## src/rtl/uart_arb_pkg.sv

```systemverilog
// Shared types and helpers for the UART transmit arbiter.
// Holds the FSM state enum, the byte width and the rotating first-set search.
package uart_arb_pkg;

    localparam int unsigned BYTE_W = 8;

    typedef enum logic [0:0] {
        StIdle,
        StGrant
    } arb_state_t;

    // First set bit of req_vec scanning ptr+1, ptr+2, ... modulo num_req (num_req <= 8).
    function automatic int unsigned rr_first_set(input logic [7:0]  req_vec,
                                                 input int unsigned ptr,
                                                 input int unsigned num_req);
        int unsigned idx;
        int unsigned win;
        logic        found;
        win   = 0;
        found = 1'b0;
        for (int unsigned k = 1; k <= 8; k++) begin
            idx = (ptr + k) % num_req;
            if (k <= num_req && !found && req_vec[idx[2:0]]) begin
                win   = idx;
                found = 1'b1;
            end
        end
        return win;
    endfunction

endpackage

```

## src/rtl/uart_tx_arbiter_if.sv

```systemverilog
// Handshake bundle between the message sources, the arbiter and the uart_tx serializer.
// The slave modport is the arbiter's view; master is the surrounding environment.
interface uart_tx_arbiter_if #(
    parameter int unsigned NUM_REQ = 3
);
    import uart_arb_pkg::*;

    localparam int unsigned IdW = (NUM_REQ > 1) ? $clog2(NUM_REQ) : 1;

    logic [NUM_REQ-1:0]        req_valid;
    logic [BYTE_W*NUM_REQ-1:0] req_data;
    logic [NUM_REQ-1:0]        req_last;
    logic [NUM_REQ-1:0]        req_ready;
    logic                      tx_valid;
    logic [BYTE_W-1:0]         tx_data;
    logic                      tx_ready;
    logic [IdW-1:0]            grant_id;
    logic                      busy;
    logic                      timeout_pulse;

    modport master (
        output req_valid, req_data, req_last, tx_ready,
        input  req_ready, tx_valid, tx_data, grant_id, busy, timeout_pulse
    );

    modport slave (
        input  req_valid, req_data, req_last, tx_ready,
        output req_ready, tx_valid, tx_data, grant_id, busy, timeout_pulse
    );

endinterface

```

## src/rtl/uart_tx_arbiter_rr_picker.sv

```systemverilog
// Combinational round-robin picker: first requester after rr_ptr_i, wrapping around.
module uart_tx_arbiter_rr_picker
    import uart_arb_pkg::*;
#(
    parameter int unsigned NUM_REQ = 3,
    parameter int unsigned IdW     = 2
) (
    input  logic [NUM_REQ-1:0] req_vec_i,
    input  logic [IdW-1:0]     rr_ptr_i,
    output logic [IdW-1:0]     winner_o,
    output logic               any_req_o
);

    always_comb begin
        any_req_o = |req_vec_i;
        winner_o  = IdW'(rr_first_set(8'(req_vec_i), 32'(rr_ptr_i), NUM_REQ));
    end

endmodule

```

## src/rtl/uart_tx_arbiter.sv

```systemverilog
// Message-granular arbiter sharing one UART byte transmitter among NUM_REQ sources.
// Optional grant watchdog enabled by defining UART_ARB_TIMEOUT_EN.
module uart_tx_arbiter
    import uart_arb_pkg::*;
#(
    parameter int unsigned NUM_REQ        = 3,
    parameter int unsigned TIMEOUT_CYCLES = 1_000_000
) (
    input logic              clk,
    input logic              rst,
    uart_tx_arbiter_if.slave bus
);

    localparam int unsigned IdW = (NUM_REQ > 1) ? $clog2(NUM_REQ) : 1;

    arb_state_t          state_q;
    logic [IdW-1:0]      grant_id_q;
    logic [IdW-1:0]      rr_ptr_q;
    logic                tx_valid_q;
    logic [BYTE_W-1:0]   tx_data_q;
    logic                timeout_q;

    logic [IdW-1:0]      winner;
    logic                any_req;
    logic                out_free;
    logic                accept;
    logic                acc_last;
    logic [BYTE_W-1:0]   acc_data;
    logic [NUM_REQ-1:0]  req_ready;

    uart_tx_arbiter_rr_picker #(
        .NUM_REQ (NUM_REQ),
        .IdW     (IdW)
    ) u_picker (
        .req_vec_i (bus.req_valid),
        .rr_ptr_i  (rr_ptr_q),
        .winner_o  (winner),
        .any_req_o (any_req)
    );

    always_comb begin
        out_free  = !tx_valid_q || bus.tx_ready;
        acc_data  = bus.req_data[BYTE_W*grant_id_q +: BYTE_W];
        acc_last  = bus.req_last[grant_id_q];
        req_ready = '0;
        if (state_q == StGrant && out_free) begin
            req_ready[grant_id_q] = 1'b1;
        end
        accept = (state_q == StGrant) && out_free && bus.req_valid[grant_id_q];
    end

`ifdef UART_ARB_TIMEOUT_EN
    localparam int unsigned CntW = $clog2(TIMEOUT_CYCLES) + 1;
    logic [CntW-1:0] stall_cnt_q;
`else
    logic unused_timeout_cfg;
    assign unused_timeout_cfg = (TIMEOUT_CYCLES == 0);
`endif

    always_ff @(posedge clk or posedge rst) begin
        if (rst) begin
            state_q     <= StIdle;
            grant_id_q  <= '0;
            rr_ptr_q    <= IdW'(NUM_REQ - 1);
            tx_valid_q  <= 1'b0;
            tx_data_q   <= '0;
            timeout_q   <= 1'b0;
`ifdef UART_ARB_TIMEOUT_EN
            stall_cnt_q <= '0;
`endif
        end else begin
            // A new byte replaces the register even while the old one is being taken.
            if (accept) begin
                tx_data_q  <= acc_data;
                tx_valid_q <= 1'b1;
            end else if (bus.tx_ready) begin
                tx_valid_q <= 1'b0;
            end
            timeout_q <= 1'b0;

            unique case (state_q)
                StIdle: begin
                    if (any_req) begin
                        grant_id_q <= winner;
                        rr_ptr_q   <= winner;
                        state_q    <= StGrant;
                    end
                end
                StGrant: begin
                    if (accept && acc_last) begin
                        state_q <= StIdle;
                    end
`ifdef UART_ARB_TIMEOUT_EN
                    if (accept) begin
                        stall_cnt_q <= '0;
                    end else if (!bus.req_valid[grant_id_q]) begin
                        // rr_ptr_q keeps the stalled index so it loses the next round.
                        if (stall_cnt_q == CntW'(TIMEOUT_CYCLES - 1)) begin
                            timeout_q   <= 1'b1;
                            stall_cnt_q <= '0;
                            state_q     <= StIdle;
                        end else begin
                            stall_cnt_q <= stall_cnt_q + CntW'(1);
                        end
                    end
`endif
                end
                default: state_q <= StIdle;
            endcase
        end
    end

    assign bus.req_ready     = req_ready;
    assign bus.tx_valid      = tx_valid_q;
    assign bus.tx_data       = tx_data_q;
    assign bus.grant_id      = grant_id_q;
    assign bus.busy          = (state_q != StIdle) || tx_valid_q;
    assign bus.timeout_pulse = timeout_q;

endmodule

```

## src/flat_wrapper.sv

```systemverilog
// flat-port wrapper written by rule: the top's interface ports become plain ports
module uart_tx_arbiter_flat import uart_arb_pkg::*;
#(
    parameter int unsigned NUM_REQ        = 3,
    parameter int unsigned TIMEOUT_CYCLES = 1_000_000
)
  (clk, rst, bus_req_valid, bus_req_data, bus_req_last, bus_tx_ready, bus_req_ready, bus_tx_valid, bus_tx_data, bus_grant_id, bus_busy, bus_timeout_pulse);
  uart_tx_arbiter_if #(.NUM_REQ(NUM_REQ)) bus_i ();
  input logic clk;
  input logic rst;
  input wire logic [$bits(bus_i.req_valid)-1:0] bus_req_valid;
  input wire logic [$bits(bus_i.req_data)-1:0] bus_req_data;
  input wire logic [$bits(bus_i.req_last)-1:0] bus_req_last;
  input wire logic [$bits(bus_i.tx_ready)-1:0] bus_tx_ready;
  output wire logic [$bits(bus_i.req_ready)-1:0] bus_req_ready;
  output wire logic [$bits(bus_i.tx_valid)-1:0] bus_tx_valid;
  output wire logic [$bits(bus_i.tx_data)-1:0] bus_tx_data;
  output wire logic [$bits(bus_i.grant_id)-1:0] bus_grant_id;
  output wire logic [$bits(bus_i.busy)-1:0] bus_busy;
  output wire logic [$bits(bus_i.timeout_pulse)-1:0] bus_timeout_pulse;
  assign bus_i.req_valid = bus_req_valid;
  assign bus_i.req_data = bus_req_data;
  assign bus_i.req_last = bus_req_last;
  assign bus_i.tx_ready = bus_tx_ready;
  assign bus_req_ready = bus_i.req_ready;
  assign bus_tx_valid = bus_i.tx_valid;
  assign bus_tx_data = bus_i.tx_data;
  assign bus_grant_id = bus_i.grant_id;
  assign bus_busy = bus_i.busy;
  assign bus_timeout_pulse = bus_i.timeout_pulse;
  uart_tx_arbiter #(.NUM_REQ(NUM_REQ), .TIMEOUT_CYCLES(TIMEOUT_CYCLES)) u_core (.clk(clk), .rst(rst), .bus(bus_i));
endmodule
```

## config.mk

```make
export PLATFORM = sky130hd
export DESIGN_NAME = uart_tx_arbiter_flat
export DESIGN_NICKNAME = d
export VERILOG_FILES = /design/src/rtl/uart_arb_pkg.sv /design/src/rtl/uart_tx_arbiter_if.sv /design/src/rtl/uart_tx_arbiter_rr_picker.sv /design/src/rtl/uart_tx_arbiter.sv /design/src/flat_wrapper.sv
export SDC_FILE = /design/constraint.sdc
export NUM_CORES = 1
export LEC_CHECK = 0
export CAP_MARGIN = 0
export CORE_ASPECT_RATIO = 1.4
export CORE_UTILIZATION = 40
export DETAILED_ROUTE_END_ITERATION = 8
export GPL_TIMING_DRIVEN = 1
export MAX_ROUTING_LAYER = met4
export PLACE_DENSITY_LB_ADDON = 0.08
export REMOVE_ABC_BUFFERS = 1
export SYNTH_ARGS = -nofsm -noshare
export SYNTH_HDL_FRONTEND = slang
export SYNTH_SLANG_ARGS = --single-unit
```

## constraint.sdc

```tcl
create_clock -name clk -period 2.4 [get_ports clk]
set_input_delay 0.48 -clock clk [delete_from_list [all_inputs] [get_ports clk]]
set_output_delay 0.48 -clock clk [all_outputs]
set_load 0.02 [all_outputs]
```

After elaboration in Yosys (flattened, before gate mapping):

Cells that the tools add are included.

* input bits: 33
* register bits: 14

* div/mod/pow operators: 3
* muxes and demuxes: 23
* reduce and logical (&&, ||, !) cells: 14
* $lt $le $gt $ge: 5
* $add $sub $neg: 3
* shifts and indexed selects: 1
* bitwise operators: 1

Operator list (number)
* $mod 32x2->32 const B: 3
* $shiftx 24x6->8: 1
* $lt 3x4->1 const B: 3
* $mux 1: 12
* $bmux 1 s3: 3
* $add 2x2->3 const B: 2
* $logic_and 1x1->1: 6
* $mux 2: 3
* $bmux 1 s2: 2
* $add 2x1->3 const B: 1
* $logic_not 1->1: 3
* $lt 2x3->1 const B: 1
* $mux 3: 1
* $reduce_or 3->1: 1
* $demux 1 s2: 1
* $ge 2x1->1 const B: 1
* $logic_or 1x1->1: 2
* $pmux 1 s2: 1
* $reduce_and 2->1: 1
* $reduce_bool 2->1: 1
* $not 1->1: 1

Depth between registers and ports, before layout:

* depth in word-level cells: 11
* mapped depth: 8

Modules after synthesis:

A second synthesis with hierarchy kept.

* cells, all modules: 116
* area total of the unflattened synthesis: 1098.6 µm²

Modules (own cells, without submodules)
* uart_tx_arbiter: seq. area each 326.6 µm², instances 1, area each 815.8 µm², cells each 82
* uart_tx_arbiter_rr_picker: seq. area each 0.0 µm², instances 1, area each 282.8 µm², cells each 34

Worst setup path before layout:

OpenSTA, ideal clock, no wires.

* path type: reg-to-reg
* start point: register u_core.rr_ptr_q[0]
* end point: register u_core.grant_id_q[1], in the netlist u_core.bus.grant_id[1]
* cell stages (with the launch flop): 9
* setup time: 135 ps
* slack: 295 ps
* arrival time: 1970 ps
* path buffers: 1
* data required time: 2265 ps
* cell sequence: dfrtp_1 > buf_2 > inv_1 > ha_1 > ha_1 > nor4b_1 > a31oi_1 > o211ai_1 > o22ai_1

* word-level cells in the longest chain between the ends: 11

Ends and longest elaborated chain
* start: declaration: line uart_tx_arbiter.sv:18 `logic [IdW-1:0] rr_ptr_q;`
* start signal: assignment: line uart_tx_arbiter.sv:64 `rr_ptr_q <= IdW'(NUM_REQ - 1);`
* start signal: assignment: line uart_tx_arbiter.sv:85 `rr_ptr_q <= winner;`
* $add 2x1->3: line uart_arb_pkg.sv:22 `idx = (ptr + k) % num_req;`
* $mod 32x2->32: line uart_arb_pkg.sv:22
* $bmux 1 s3: line uart_arb_pkg.sv:23 `if (k <= num_req && !found && req_vec[idx[2:0]]) begin`
* $mux 1 (not written as such): line uart_arb_pkg.sv:23
* $mux 1: line uart_arb_pkg.sv:23
* $logic_not 1->1: line uart_arb_pkg.sv:23
* $logic_and 1x1->1: line uart_arb_pkg.sv:23
* $mux 1: line uart_arb_pkg.sv:23
* $logic_not 1->1: line uart_arb_pkg.sv:23
* $logic_and 1x1->1: line uart_arb_pkg.sv:23
* $mux 2 *: line uart_arb_pkg.sv:23
* end signal: assignment: line uart_tx_arbiter.sv:84 `grant_id_q <= winner;`
* end: declaration: line uart_tx_arbiter.sv:17 `logic [IdW-1:0] grant_id_q;`

Every way passes the cells marked *; elsewhere a longest branch is shown, timed or not. The select of a mux whose other input is x is not followed.
A chain may end at the register's enable or synchronous reset.

Worst setup path after layout:

* start point: input bus_tx_ready
* end point: output bus_req_ready[2]

* word-level cells in the longest chain between the ends: 3

Ends and longest elaborated chain
* start: declaration: line flat_wrapper.sv:14 `input wire logic [$bits(bus_i.tx_ready)-1:0] bus_tx_ready;`
* $logic_or 1x1->1: line uart_tx_arbiter.sv:42 `out_free = !tx_valid_q || bus.tx_ready;`
* $logic_and 1x1->1: line uart_tx_arbiter.sv:46 `if (state_q == StGrant && out_free) begin`
* $mux 3: line uart_tx_arbiter.sv:46
* end: declaration: line flat_wrapper.sv:15 `output wire logic [$bits(bus_i.req_ready)-1:0] bus_req_ready;`

No other way between the ends.

==> results.py <==
metrics = {
    "synthesis": {
        "ys_seq_area_share_pct": 32.50,
        "async_flop_share_pct": 100.0,
        "yosysWarnings": 0,
        "syn_area_um2": 1005,
        "ys_types": 35,
        "synthFlopType": "dfrtp_1",
        "ys_ff_latch": 13,
        "synth-edff-count": 0,
        "syn_area_per_cell_um2": 9.303,
        "syn-instance-count": 108,
    },
    "drt": {
        "first_pass_iters": 4,
        "vias_per_cell": 5.204,
        "drc": 0,
        "drt_iter0_drc": 26,
        "ant_nets": 0,
        "avgRoutedWirePerCell_um": 13.60,
        "via_count": 994,
        "wirelength_mm": 2.598,
    },
    "clock_network": {
        "clockBufferDepth": 2,
        "cts_root_buf": "clkbuf_4",
        "ctsHoldBuffers": 0,
        "insertion_delay_ns": 0.27,
        "htree_levels": 1,
        "post_cts_buffers": 0,
        "cts_num_sinks": 13,
        "tritoncts": "built",
        "path_clk_slew_ns": 0.09,
        "numCtsBuffers": 3,
    },
    "global_route": {
        "gr-total-overflow": 0,
        "antenna_found_initial": 0,
        "grt_max_degree": 14,
        "grt_pass1_vias": 919,
        "grt_pass1_wl_mm": 4.022,
        "grt_usage_pct": 20.79,
    },
    "die": {
        "rows": 21,
        "initial_core_util_pct": 42.02,
        "die_area_um2": 2719,
        "fp.dieW_um": 44.36,
        "die_h_um": 61.30,
        "pin_count": 49,
        "core-area_um2": 2391,
    },
    "setup_path": {
        "r2r_slack_ns": 0.22,
        "cp-end-kind": "output pin",
        "worstSetupStartpointType": "primary input",
        "crit_type": "in -> out",
        "max_stage_delay_ns": 0.60,
        "crit_required_ns": 1.92,
        "crit_fanout": 3,
        "path_common_cell": "clkdlybuf4s50_1",
        "critical_path_arrival_ns": 1.81,
        "cp_cell_sequence": "clkdlybuf4s50_1 > nand2b_1 > and3_1 > clkdlybuf4s50_1",
        "crit_slowest_cell": "clkdlybuf4s50_1",
    },
    "sta": {
        "fmax_mhz": 436.3,
        "rsz0062_at_grt": "false",
        "period_minus_slack_ns": 2.292,
        "finalCritPeriodShare_pct": 95.50,
        "slew_viol_final": 0,
        "finClkSkew_ns": 0.004594,
        "finalSetupViolCount": 0,
        "max_slew_margin_pct": 63.36,
        "hold_violations": 0,
        "tightest_slew_ns": 0.5490,
        "holdWs_ns": 0.5155,
    },
    "status": {
        "status": "finished, final reports clean",
    },
    "cells_and_area": {
        "seq_area_um2": 326.6,
        "area_growth_pct": 53.67,
        "final_common_cell": "clkdlybuf4s50_1",
        "final_nets": 199,
        "layout_common_cells": "clkdlybuf4s50_1 (45), o21ai_0 (12), dfrtp_1 (12)",
        "drive_gt1_share_pct": 12.10,
        "multi_input_area_um2": 628.1,
        "antennaDiodeCount": 0,
        "design_area_um2": 1544,
        "fill_cells": 202,
    },
    "min_path": {
        "min_path_type": "reg -> reg",
    },
    "placement": {
        "place_hpwl_mm": 2.026,
        "place_area_um2": 1516,
        "portBuffers": 47,
        "globalplace.congestion": 0.8100,
    },
    "power": {
        "power.leakage_nw": 0.6952,
        "power_density_nw_per_um2": 1186,
        "ir_worst_vdd_mv": 0.5199,
    },
    "job": {
        "maxCapViolations": 0,
    },
}
==> logic make-up (layout without fill, tap and decap cells) <==
logic type / count (synthesis) / in the layout / synth area share (%)
AO/OA/AOI/OAI: 25 / 25 / 15.94
adder cells (fa/ha/maj): 8 / 8 / 9.963
buffers and inverters: 11 / 60 / 4.981
flip-flops: 13 / 13 / 32.50
multiplexers: 20 / 20 / 21.05
other: 1 / 1 / 0.3732
AND/OR/NAND/NOR: 30 / 30 / 15.19
==> power breakdown <==
group | switching, mW | internal, mW | leakage, nW | total [mW]
registers | 0.101 | 0.333 | 0.154 | 0.434
clock network | 0.0752 | 0.0644 | 0.0150 | 0.140
logic | 0.646 | 0.612 | 0.526 | 1.26
==> sequential cells by signal, indices dropped and copies added, names as in the netlist <==
name                 flops
u_core.bus.tx_data       8
u_core.bus.tx_valid      1
u_core.bus.grant_id      1
u_core.rr_ptr_q          2
u_core.state_q           1
==> final timing paths <==
| kind | cells after the start | to | start |
|---|---|---|---|
| min in group asynchronous | 2 | u_core.state_q | rst |
| setup / recovery | 4 | bus_req_ready[2] | bus_tx_ready |
| hold reg to reg | 1 | u_core.bus.tx_data[2] | u_core.bus.tx_data[2] |
| setup reg to reg | 7 | u_core.rr_ptr_q[0] | u_core.rr_ptr_q[0] |
| hold / removal | 1 | u_core.bus.tx_data[2] | u_core.bus.tx_data[2] |
| max in group asynchronous | 2 | u_core.rr_ptr_q[1] | rst |
==> worst max-delay path: cells and delay by family <==
| kind | cells | cell delay [ns] |
|---|---|---|
| buffers and inverters | 2 | 1.05 |
| and+or+nand+nor | 2 | 0.29 |
==> metrics by stage <==
stage / setup slack [ns] / util (%) / total power, mW / cells / setup TNS, ns
6_report: 0.1079 / 64.57 / 1.832 / 191 / 0
5_1_grt: 0.03489 / 64.57 / 1.962 / 191 / 0
4_1_cts: 0.003268 / 64.47 / 1.850 / 191 / 0
3_5_place_dp: -0.01331 / 63.42 / 1.702 / 187 / -0.01331
3_3_place_gp: 0.04217 / 63.42 / 1.668 / 187 / 0
2_1_floorplan: 0.09346 / - / 1.200 / 102 / 0
==> routing by layer <==
layer,routed length [um],GRT usage (%)
met3,108,2.933
met2,1408,38.03
met4,29,7.792
met5,0,-
met1,1051,22.43
==> timing repair <==
item | 4_1_cts | 5_1_grt
setup endpoints to repair | 1 | 1
resized for setup | 1 | 1
pin swaps | 0 | 0
==> cell type report <==
type,count,share of cell area [%]
clock buffer,4,1.702
timing repair buffer,51,32.50
tap,34,2.755
inverter,5,1.216
sequential,13,21.15
multi-input combinational,84,40.68
==> Yosys cell counts, types with 2 or more instances <==
cell type | number | area share (%)
o22ai_1 | 2 | 1.2
nand2_1 | 11 | 4.1
clkbuf_1 | 3 | 1.1
mux2i_1 | 11 | 11
inv_1 | 5 | 1.9
nand2b_1 | 2 | 1.2
o21ai_0 | 12 | 6.0
nor3_1 | 3 | 1.5
nor2b_1 | 2 | 1.2
mux2_2 | 9 | 10
o211ai_1 | 2 | 1.5
nor2_1 | 4 | 1.5
ha_1 | 8 | 10
buf_4 | 2 | 1.5
dfrtp_1 | 12 | 30
Note: power is estimated with default switching activity, not from simulation.
